[config.mk]
export PLATFORM = sky130hd
export DESIGN_NAME = mem_stage_flat
export DESIGN_NICKNAME = d
export VERILOG_FILES = /design/src/rtl/mem_stage_if.sv /design/src/rtl/mem_stage.sv /design/src/flat_wrapper.sv
export SDC_FILE = /design/constraint.sdc
export NUM_CORES = 1
export LEC_CHECK = 0
export ABC_AREA = 1
export CAP_MARGIN = 10
export CORE_UTILIZATION = 38
export CTS_CLUSTER_SIZE = 24
export DETAILED_ROUTE_END_ITERATION = 12
export GPL_TIMING_DRIVEN = 0
export PLACE_DENSITY = 0.79
export SYNTH_ARGS = -nofsm -noshare
export SYNTH_HDL_FRONTEND = slang
export SYNTH_SLANG_ARGS = --single-unit
[constraint.sdc]
create_clock -name clk -period 2.2 [get_ports clk]
set_clock_uncertainty 0.1 [all_clocks]
set_input_delay 0.33 -clock clk [delete_from_list [all_inputs] [get_ports clk]]
set_output_delay 0.33 -clock clk [all_outputs]
set_load 0.01 [all_outputs]
[src/rtl/mem_stage_if.sv]
// mem_stage_if: data-memory request/ack bus between the memory stage and data memory.
// Signals: dmem_req/we/addr/wdata/be (stage -> memory), dmem_ack/rdata (memory -> stage).
// Modports: master = memory stage (issues requests), slave = data memory (acknowledges).
interface mem_stage_if;
  logic        dmem_req;
  logic        dmem_we;
  logic [31:0] dmem_addr;
  logic [31:0] dmem_wdata;
  logic [3:0]  dmem_be;
  logic        dmem_ack;
  logic [31:0] dmem_rdata;

  modport master (
    output dmem_req, dmem_we, dmem_addr, dmem_wdata, dmem_be,
    input  dmem_ack, dmem_rdata
  );

  modport slave (
    input  dmem_req, dmem_we, dmem_addr, dmem_wdata, dmem_be,
    output dmem_ack, dmem_rdata
  );
endinterface

[src/rtl/mem_stage.sv]
// mem_stage: memory-access pipeline stage between execute and write-back.
// Ports: clk/rst (sync, active-high); i_MEM_* from execute; o_MEM_stall back to execute;
// dmem (mem_stage_if.master) request/ack bus; o_MEM_* to write-back plus misalign/busErr pulses.
module mem_stage #(
  parameter int unsigned TIMEOUT = 16
) (
  input  logic        clk,
  input  logic        rst,
  input  logic        i_MEM_valid,
  input  logic        i_MEM_regWe,
  input  logic        i_MEM_sWD,
  input  logic        i_MEM_dMemWe,
  input  logic [1:0]  i_MEM_size,
  input  logic        i_MEM_unsigned,
  input  logic [4:0]  i_MEM_WRA,
  input  logic [31:0] i_MEM_aluOut,
  input  logic [31:0] i_MEM_storeData,
  output logic        o_MEM_stall,
  mem_stage_if.master dmem,
  output logic        o_MEM_regWe,
  output logic        o_MEM_sWD,
  output logic [4:0]  o_MEM_WRA,
  output logic [31:0] o_MEM_aluOut,
  output logic [31:0] o_MEM_dMemData,
  output logic        o_MEM_misalign,
  output logic        o_MEM_busErr
);

  // The counter only has to reach TIMEOUT-1.
  localparam int          CW     = (TIMEOUT > 2) ? $clog2(TIMEOUT) : 1;
  localparam int unsigned LAST_I = (TIMEOUT == 0) ? 0 : TIMEOUT - 1;
  localparam logic [CW-1:0] LAST = LAST_I[CW-1:0];

  localparam logic [0:0] IDLE = 1'b0;
  localparam logic [0:0] WAIT = 1'b1;

  typedef struct packed {
    logic        valid;
    logic        reg_we;
    logic        swd;
    logic        dmem_we;
    logic [1:0]  size;
    logic        unsgn;
    logic [4:0]  wra;
    logic [31:0] alu_out;
    logic [31:0] store_data;
  } stage_t;

  stage_t        r;
  stage_t        next_r;
  logic [0:0]    state;
  logic [0:0]    state_n;
  logic [CW-1:0] cnt;
  logic [CW-1:0] cnt_n;
  logic [CW-1:0] wait_cycles;

  logic [1:0]  off;
  logic        is_byte;
  logic        is_half;
  logic        is_word;
  logic        memop;
  logic        misaligned;
  logic        req;
  logic        timeout_hit;
  logic        stall;
  logic [7:0]  lane_b;
  logic [15:0] lane_h;
  logic [31:0] ext;
  logic [3:0]  be_raw;
  logic [31:0] wdata;

  always_comb begin
    next_r            = '0;
    next_r.valid      = i_MEM_valid;
    next_r.reg_we     = i_MEM_regWe;
    next_r.swd        = i_MEM_sWD;
    next_r.dmem_we    = i_MEM_dMemWe;
    next_r.size       = i_MEM_size;
    next_r.unsgn      = i_MEM_unsigned;
    next_r.wra        = i_MEM_WRA;
    next_r.alu_out    = i_MEM_aluOut;
    next_r.store_data = i_MEM_storeData;
  end

  assign off     = r.alu_out[1:0];
  assign is_byte = (r.size == 2'b00);
  assign is_half = (r.size == 2'b01);
  assign is_word = r.size[1];  // 11 behaves as a word access

  assign memop      = r.valid & (r.swd | r.dmem_we);
  assign misaligned = (is_half & off[0]) | (is_word & (off != 2'b00));
  assign req        = memop & ~misaligned;

  // Cycles already spent with req high; zero whenever no access is outstanding.
  assign wait_cycles = (state == WAIT) ? cnt : '0;
  assign timeout_hit = (TIMEOUT != 0) & req & ~dmem.dmem_ack & (wait_cycles == LAST);
  assign stall       = req & ~dmem.dmem_ack & ~timeout_hit;

  always_comb begin
    state_n = state;
    cnt_n   = '0;
    case (state)
      IDLE: if (stall) begin
        state_n = WAIT;
        cnt_n   = 1;
      end
      WAIT: if (stall) begin
        cnt_n = cnt + 1'b1;
      end else begin
        state_n = IDLE;
      end
      default: state_n = IDLE;
    endcase
  end

  always_ff @(posedge clk) begin
    if (rst) begin
      r     <= '0;
      state <= IDLE;
      cnt   <= '0;
    end else begin
      if (!stall) r <= next_r;
      state <= state_n;
      cnt   <= cnt_n;
    end
  end

  // Little-endian lane pick from the ack-cycle read data, then extension.
  always_comb begin
    lane_b = dmem.dmem_rdata[{off, 3'b000} +: 8];
    lane_h = off[1] ? dmem.dmem_rdata[31:16] : dmem.dmem_rdata[15:0];
    ext    = dmem.dmem_rdata;
    if (is_byte)      ext = {{24{lane_b[7] & ~r.unsgn}}, lane_b};
    else if (is_half) ext = {{16{lane_h[15] & ~r.unsgn}}, lane_h};
  end

  // Stores replicate the datum on every lane; be selects the lanes written.
  always_comb begin
    be_raw = 4'b1111;
    wdata  = r.store_data;
    if (r.dmem_we) begin
      if (is_byte) begin
        be_raw = 4'b0001 << off;
        wdata  = {4{r.store_data[7:0]}};
      end else if (is_half) begin
        be_raw = 4'b0011 << off;
        wdata  = {2{r.store_data[15:0]}};
      end
    end
  end

  assign dmem.dmem_req   = req;
  assign dmem.dmem_we    = r.dmem_we & req;
  assign dmem.dmem_addr  = {r.alu_out[31:2], 2'b00};
  assign dmem.dmem_wdata = wdata;
  assign dmem.dmem_be    = req ? be_raw : 4'b0000;

  assign o_MEM_stall    = stall;
  assign o_MEM_misalign = memop & misaligned;
  assign o_MEM_busErr   = timeout_hit;
  assign o_MEM_regWe    = r.valid & r.reg_we & ~stall & ~o_MEM_misalign & ~timeout_hit;
  assign o_MEM_sWD      = r.swd;
  assign o_MEM_WRA      = r.wra;
  assign o_MEM_aluOut   = r.alu_out;
  assign o_MEM_dMemData = (r.swd & ~r.dmem_we & req & dmem.dmem_ack) ? ext : 32'h0;

endmodule

[src/flat_wrapper.sv]
// flat-port wrapper written by rule: the top's interface ports become plain ports
module mem_stage_flat 
#(
  parameter int unsigned TIMEOUT = 16
)
  (clk, rst, i_MEM_valid, i_MEM_regWe, i_MEM_sWD, i_MEM_dMemWe, i_MEM_size, i_MEM_unsigned, i_MEM_WRA, i_MEM_aluOut, i_MEM_storeData, o_MEM_stall, o_MEM_regWe, o_MEM_sWD, o_MEM_WRA, o_MEM_aluOut, o_MEM_dMemData, o_MEM_misalign, o_MEM_busErr, dmem_dmem_req, dmem_dmem_we, dmem_dmem_addr, dmem_dmem_wdata, dmem_dmem_be, dmem_dmem_ack, dmem_dmem_rdata);
  mem_stage_if dmem_i ();
  input  logic clk;
  input  logic rst;
  input  logic i_MEM_valid;
  input  logic i_MEM_regWe;
  input  logic i_MEM_sWD;
  input  logic i_MEM_dMemWe;
  input  logic [1:0] i_MEM_size;
  input  logic i_MEM_unsigned;
  input  logic [4:0] i_MEM_WRA;
  input  logic [31:0] i_MEM_aluOut;
  input  logic [31:0] i_MEM_storeData;
  output logic o_MEM_stall;
  output logic o_MEM_regWe;
  output logic o_MEM_sWD;
  output logic [4:0] o_MEM_WRA;
  output logic [31:0] o_MEM_aluOut;
  output logic [31:0] o_MEM_dMemData;
  output logic o_MEM_misalign;
  output logic o_MEM_busErr;
  output wire logic [$bits(dmem_i.dmem_req)-1:0] dmem_dmem_req;
  output wire logic [$bits(dmem_i.dmem_we)-1:0] dmem_dmem_we;
  output wire logic [$bits(dmem_i.dmem_addr)-1:0] dmem_dmem_addr;
  output wire logic [$bits(dmem_i.dmem_wdata)-1:0] dmem_dmem_wdata;
  output wire logic [$bits(dmem_i.dmem_be)-1:0] dmem_dmem_be;
  input wire logic [$bits(dmem_i.dmem_ack)-1:0] dmem_dmem_ack;
  input wire logic [$bits(dmem_i.dmem_rdata)-1:0] dmem_dmem_rdata;
  assign dmem_dmem_req = dmem_i.dmem_req;
  assign dmem_dmem_we = dmem_i.dmem_we;
  assign dmem_dmem_addr = dmem_i.dmem_addr;
  assign dmem_dmem_wdata = dmem_i.dmem_wdata;
  assign dmem_dmem_be = dmem_i.dmem_be;
  assign dmem_i.dmem_ack = dmem_dmem_ack;
  assign dmem_i.dmem_rdata = dmem_dmem_rdata;
  mem_stage #(.TIMEOUT(TIMEOUT)) u_core (.clk(clk), .rst(rst), .i_MEM_valid(i_MEM_valid), .i_MEM_regWe(i_MEM_regWe), .i_MEM_sWD(i_MEM_sWD), .i_MEM_dMemWe(i_MEM_dMemWe), .i_MEM_size(i_MEM_size), .i_MEM_unsigned(i_MEM_unsigned), .i_MEM_WRA(i_MEM_WRA), .i_MEM_aluOut(i_MEM_aluOut), .i_MEM_storeData(i_MEM_storeData), .o_MEM_stall(o_MEM_stall), .dmem(dmem_i), .o_MEM_regWe(o_MEM_regWe), .o_MEM_sWD(o_MEM_sWD), .o_MEM_WRA(o_MEM_WRA), .o_MEM_aluOut(o_MEM_aluOut), .o_MEM_dMemData(o_MEM_dMemData), .o_MEM_misalign(o_MEM_misalign), .o_MEM_busErr(o_MEM_busErr));
endmodule
After elaboration in Yosys (flattened, before gate mapping)
Index checks and enable logic that the tools add are counted.
Word-level totals
  register bits: 81
  input port bits: 111
  output and inout bits: 144
Operators by class
  add/sub/neg operators: 1
  eq/ne operators: 2
  shift-type cells: 3
  multiplexer cells: 16
  bitwise operators: 28
  reductions and logical operators: 2
Operator list (number)
  $mux 32: 6
  $shiftx 32x6->8: 1
  $mux 4: 6
  $and 1x1->1: 18
  $mux 16: 1
  $not 1->1: 8
  $pmux 4 s2: 1
  $add 4x1->4 const B: 1
  $eq 4x4->1 const B: 1
  $shl 1x2->4 const A: 1
  $shl 2x2->4 const A: 1
  $eq 2x1->1 const B: 1
  $logic_not 2->1: 1
  $mux 1: 2
  $or 1x1->1: 2
  $reduce_bool 2->1: 1

Depth between registers and ports, before layout
  depth after elaboration: 13
  depth in mapped cells: 13
  depth with buffers taken out: 10

Worst setup path after synthesis
Ideal clock, no wire load.
  path kind: register to output
  from: reg u_core.r (netlist bit u_core.o_MEM_aluOut[1])
  to: out o_MEM_dMemData[21]
  arrival: 1.923 ns
  path slack: -0.153 ns
  stages on the path, launching flop included: 13
  buffers on the path: 2
  cell sequence: dfxtp_1 -> inv_2 -> buf_1 -> ha_1 -> inv_1 -> nand2_1 -> nand2_1 -> inv_2 -> nand2_2 -> nor2_4 -> nand3_2 -> buf_6 -> nor2_1
On the way
  cells in the longest elaborated chain, start to end: 8
  elaborated cells on any way between the ends: 14
  classes of those cells: 1 x shift; 4 x mux; 8 x bitwise; 1 x reduce/logical
Ends and longest elaborated chain
  start: declaration: RTL line mem_stage.sv:49  | stage_t r;
  start signal: assignment: RTL line mem_stage.sv:122  | if (!stall) r <= next_r;
  parallel branches: the longest is 7 deep, another holds $shiftx 32x6->8
  $mux 32 *: RTL line mem_stage.sv:165  | assign o_MEM_dMemData = (r.swd & ~r.dmem_we & req & dmem.dmem_ack) ? ext : 32'h0;
  end: declaration: RTL line flat_wrapper.sv:24  | output logic [31:0] o_MEM_dMemData;
Every way passes the cells marked *.

Final worst setup path
  from: reg u_core.r (netlist bit u_core.o_MEM_aluOut[1])
  to: out o_MEM_dMemData[0]
On the way
  cells in the longest elaborated chain, start to end: 8
  elaborated cells on any way between the ends: 12
  classes of those cells: 1 x shift; 4 x mux; 6 x bitwise; 1 x reduce/logical
Ends and longest elaborated chain (RTL line)
  parallel branches: the longest is 7 deep, another holds $shiftx 32x6->8
  $mux 32 *: mem_stage.sv:165
Marked as above.

==> results.cfg <==
[run_status]
outcome = finished with violations
violations = negative setup slack

[sta]
period_share_pct = 116
drv_slew = 0
setup_viol = 39
final_hold_viol_count = 0
hold_ws_ns = 0.449
tightest_slew_ns = 0.565
tns_ns = -10.07
rsz0062_at_grt = yes
max_slew_margin_pct = 62.3
max_freq_mhz = 391
setup_ws_ns = -0.357
period_minus_slack_ns = 2.56

[cts]
clockRootBuffer = clkbuf_16
clock_sinks = 81
clk_path_buf_depth = 2
cts_hold_buf = 0
htree_num_levels = 3
clkSlewWorstSetupHoldPaths_ns = 0.06
clk_latency_ns = 0.34
numCtsBuffers = 9
cts_tree = built

[drt]
drt-total-wl_um = 20600
avgViaCountPerCell = 5.01
drt_pre_antenna_iters = 7
wire_per_inst_um = 15.3
drtIter0Drc = 483
drc_errors = 0
routed-via-count = 6724
ant_nets = 0

[setup_path]
crit_required_ns = 1.77
start_kind = flip-flop
path_class = flip-flop to output port
cp_data_arrival_time_ns = 2.13
cp-end-kind = output port
worstPathMaxFanout = 7

[grt]
grt_remaining_overflow = 0
grt_max_degree = 15
grt_use_total_pct = 26.9
grt_pass1_vias = 6230
grt_antenna_before_repair = 0
grt_pass1_wl_um = 30700

[job]
maxCapViolations = 0

[final_layout]
drive_gt1_share_pct = 25.6
antenna_cells = 0
nets = 1278
fillers = 1191
layout_commonest_cell = nor2_1
area_delta_synth_final_pct = 67.7
final_cell_mix = 188 x nor2_1, 186 x clkdlybuf4s50_1, 130 x nand2_1
fin_cells = 1343
postLayoutCellArea_mm2 = 0.00893

[synthesis]
ys_ff_latch = 81
synth_area_per_cell_um2 = 6.31
syn_inst = 844
ys_seq_area_share_pct = 30.4
synthesis.area_mm2 = 0.00533
synth_cell_types = 32
synth_warnings = 0

[placed_design]
place.gp.congestion = 0.883
io_buffers = 252
placed_area_mm2 = 0.00808
hpwlAfterDp_um = 14700
dp_cells = 1273

[power]
p_comb_share_pct = 27.7
p_sw_share_pct = 28.1
leakage_nw = 4.15
p_int_mw = 3.38
switching_power_mw = 1.32
total_power_mw = 4.69
p_clk_share_pct = 37.4
seq_power_share_pct = 34.9
power_density_mw_per_mm2 = 525
vdd_drop_max_v = 0.000388

[die]
start_util_pct = 39.6
fp.dieArea_mm2 = 0.0145
num_rows = 42
die-height_um = 120
die-width_um = 120
boundaryPins = 255
coreArea_mm2 = 0.0135

[min_path]
holdCritPathClass = flip-flop to flip-flop
==> power by group through the flow <==
stage | registers, mW | clock network [mW] | logic (mW)
after floorplan | 1.64 | 0 | 0.602
after global placement | 1.67 | 0 | 1.19
after detailed placement | 1.67 | 0 | 1.20
after CTS | 1.63 | 1.77 | 1.25
after global routing | 1.65 | 1.83 | 1.41
final | 1.64 | 1.75 | 1.30
==> repair_timing <==
action                     in CTS  in global routing
gates cloned                    1                  0
pin swaps                      12                 11
resized for setup             284                 76
setup endpoints to repair     139                 64
buffers inserted               34                 23
==> logic make-up (layout without fill, tap and decap cells) <==
kind of cell,count (synthesis),count (layout),synth area share [%]
buf+inv,226,548,22.7
fa+ha+maj,5,5,1.17
other cells,1,2,0.0704
flops,81,81,30.4
compound gates,74,74,7.78
xor+xnor,2,2,0.329
simple gates,455,455,37.5
==> cell usage after synthesis (all sizes together) <==
library cell / number / share of area, %
nor3b: 1 / 0.14
o21ai: 28 / 2.6
clkbuf: 15 / 1.1
ha: 5 / 1.2
or2: 1 / 0.12
nand3b: 1 / 0.14
o211ai: 8 / 1.1
nand3: 28 / 2.8
o21a: 1 / 0.14
nand2: 138 / 9.8
nor3: 1 / 0.094
nor2: 209 / 15
o221ai: 5 / 0.82
inv: 94 / 6.6
xnor2: 2 / 0.33
buf: 116 / 15
o22ai: 2 / 0.23
a21oi: 30 / 2.8
conb: 1 / 0.070
nand4: 76 / 9.0
clkinv: 1 / 0.070
dfxtp: 81 / 30
==> state kept, by name (all words and copies together) (netlist names) <==
name and flops:
u_core.o_MEM_sWD 1, u_core.o_MEM_aluOut 32, u_core.cnt 4, u_core.o_MEM_WRA 5, u_core.state 1, u_core.r 37
u_core.is_word 1
==> critical path: stages, from the launching register on <==
cell	delay, ns
dfxtp_4	0.35
inv_4	0.06
buf_8	0.11
ha_4	0.12
inv_2	0.04
nand2_2	0.06
nand2_2	0.06
inv_2	0.08
nand2_4	0.06
nor2_4	0.16
clkinvlp_4	0.23
buf_6	0.18
a21oi_4	0.14
buf_6	0.12
==> path summary, 6_finish.rpt <==
path	cells past startpoint	to	slack, ns	start
hold / removal	2	u_core.cnt[2]	0.45	u_core.cnt[2]
hold reg to reg	2	u_core.cnt[2]	0.45	u_core.cnt[2]
setup reg to reg	14	u_core.r[16]	0.21	u_core.o_MEM_aluOut[1]
setup / recovery	13	o_MEM_dMemData[0]	-0.36	u_core.o_MEM_aluOut[1]
==> through the flow <==
| stage | utilization, % | setup WS, ns |
|---|---|---|
| CTS | 64.6 | -0.427 |
| floorplan | - | 0.0280 |
| global route | 66.4 | -0.436 |
| finish | 66.4 | -0.357 |
| detailed placement | 60.0 | -0.795 |
| global placement | 60.0 | -0.798 |
==> area by class of cell <==
class	instances	area [um2]	area share, %
Buffer	129	896	10.0
Clock buffer	10	229	2.56
Clock inverter	6	115	1.29
Inverter	95	369	4.13
Multi-Input combinational cell	538	2710	30.3
Sequential cell	81	1640	18.3
Tap cell	176	220	2.46
Timing Repair Buffer	308	2760	30.9
==> metal layers <==
metal	part of all wire (%)	up-vias	GRT usage [%]
li1	-	3249	-
met1	39	3096	32.1
met3	7.4	54	4.25
met4	3.3	0	11.9
met2	50	325	47.5
met5	0	-	0
Note: power is estimated with default switching activity, not from simulation.
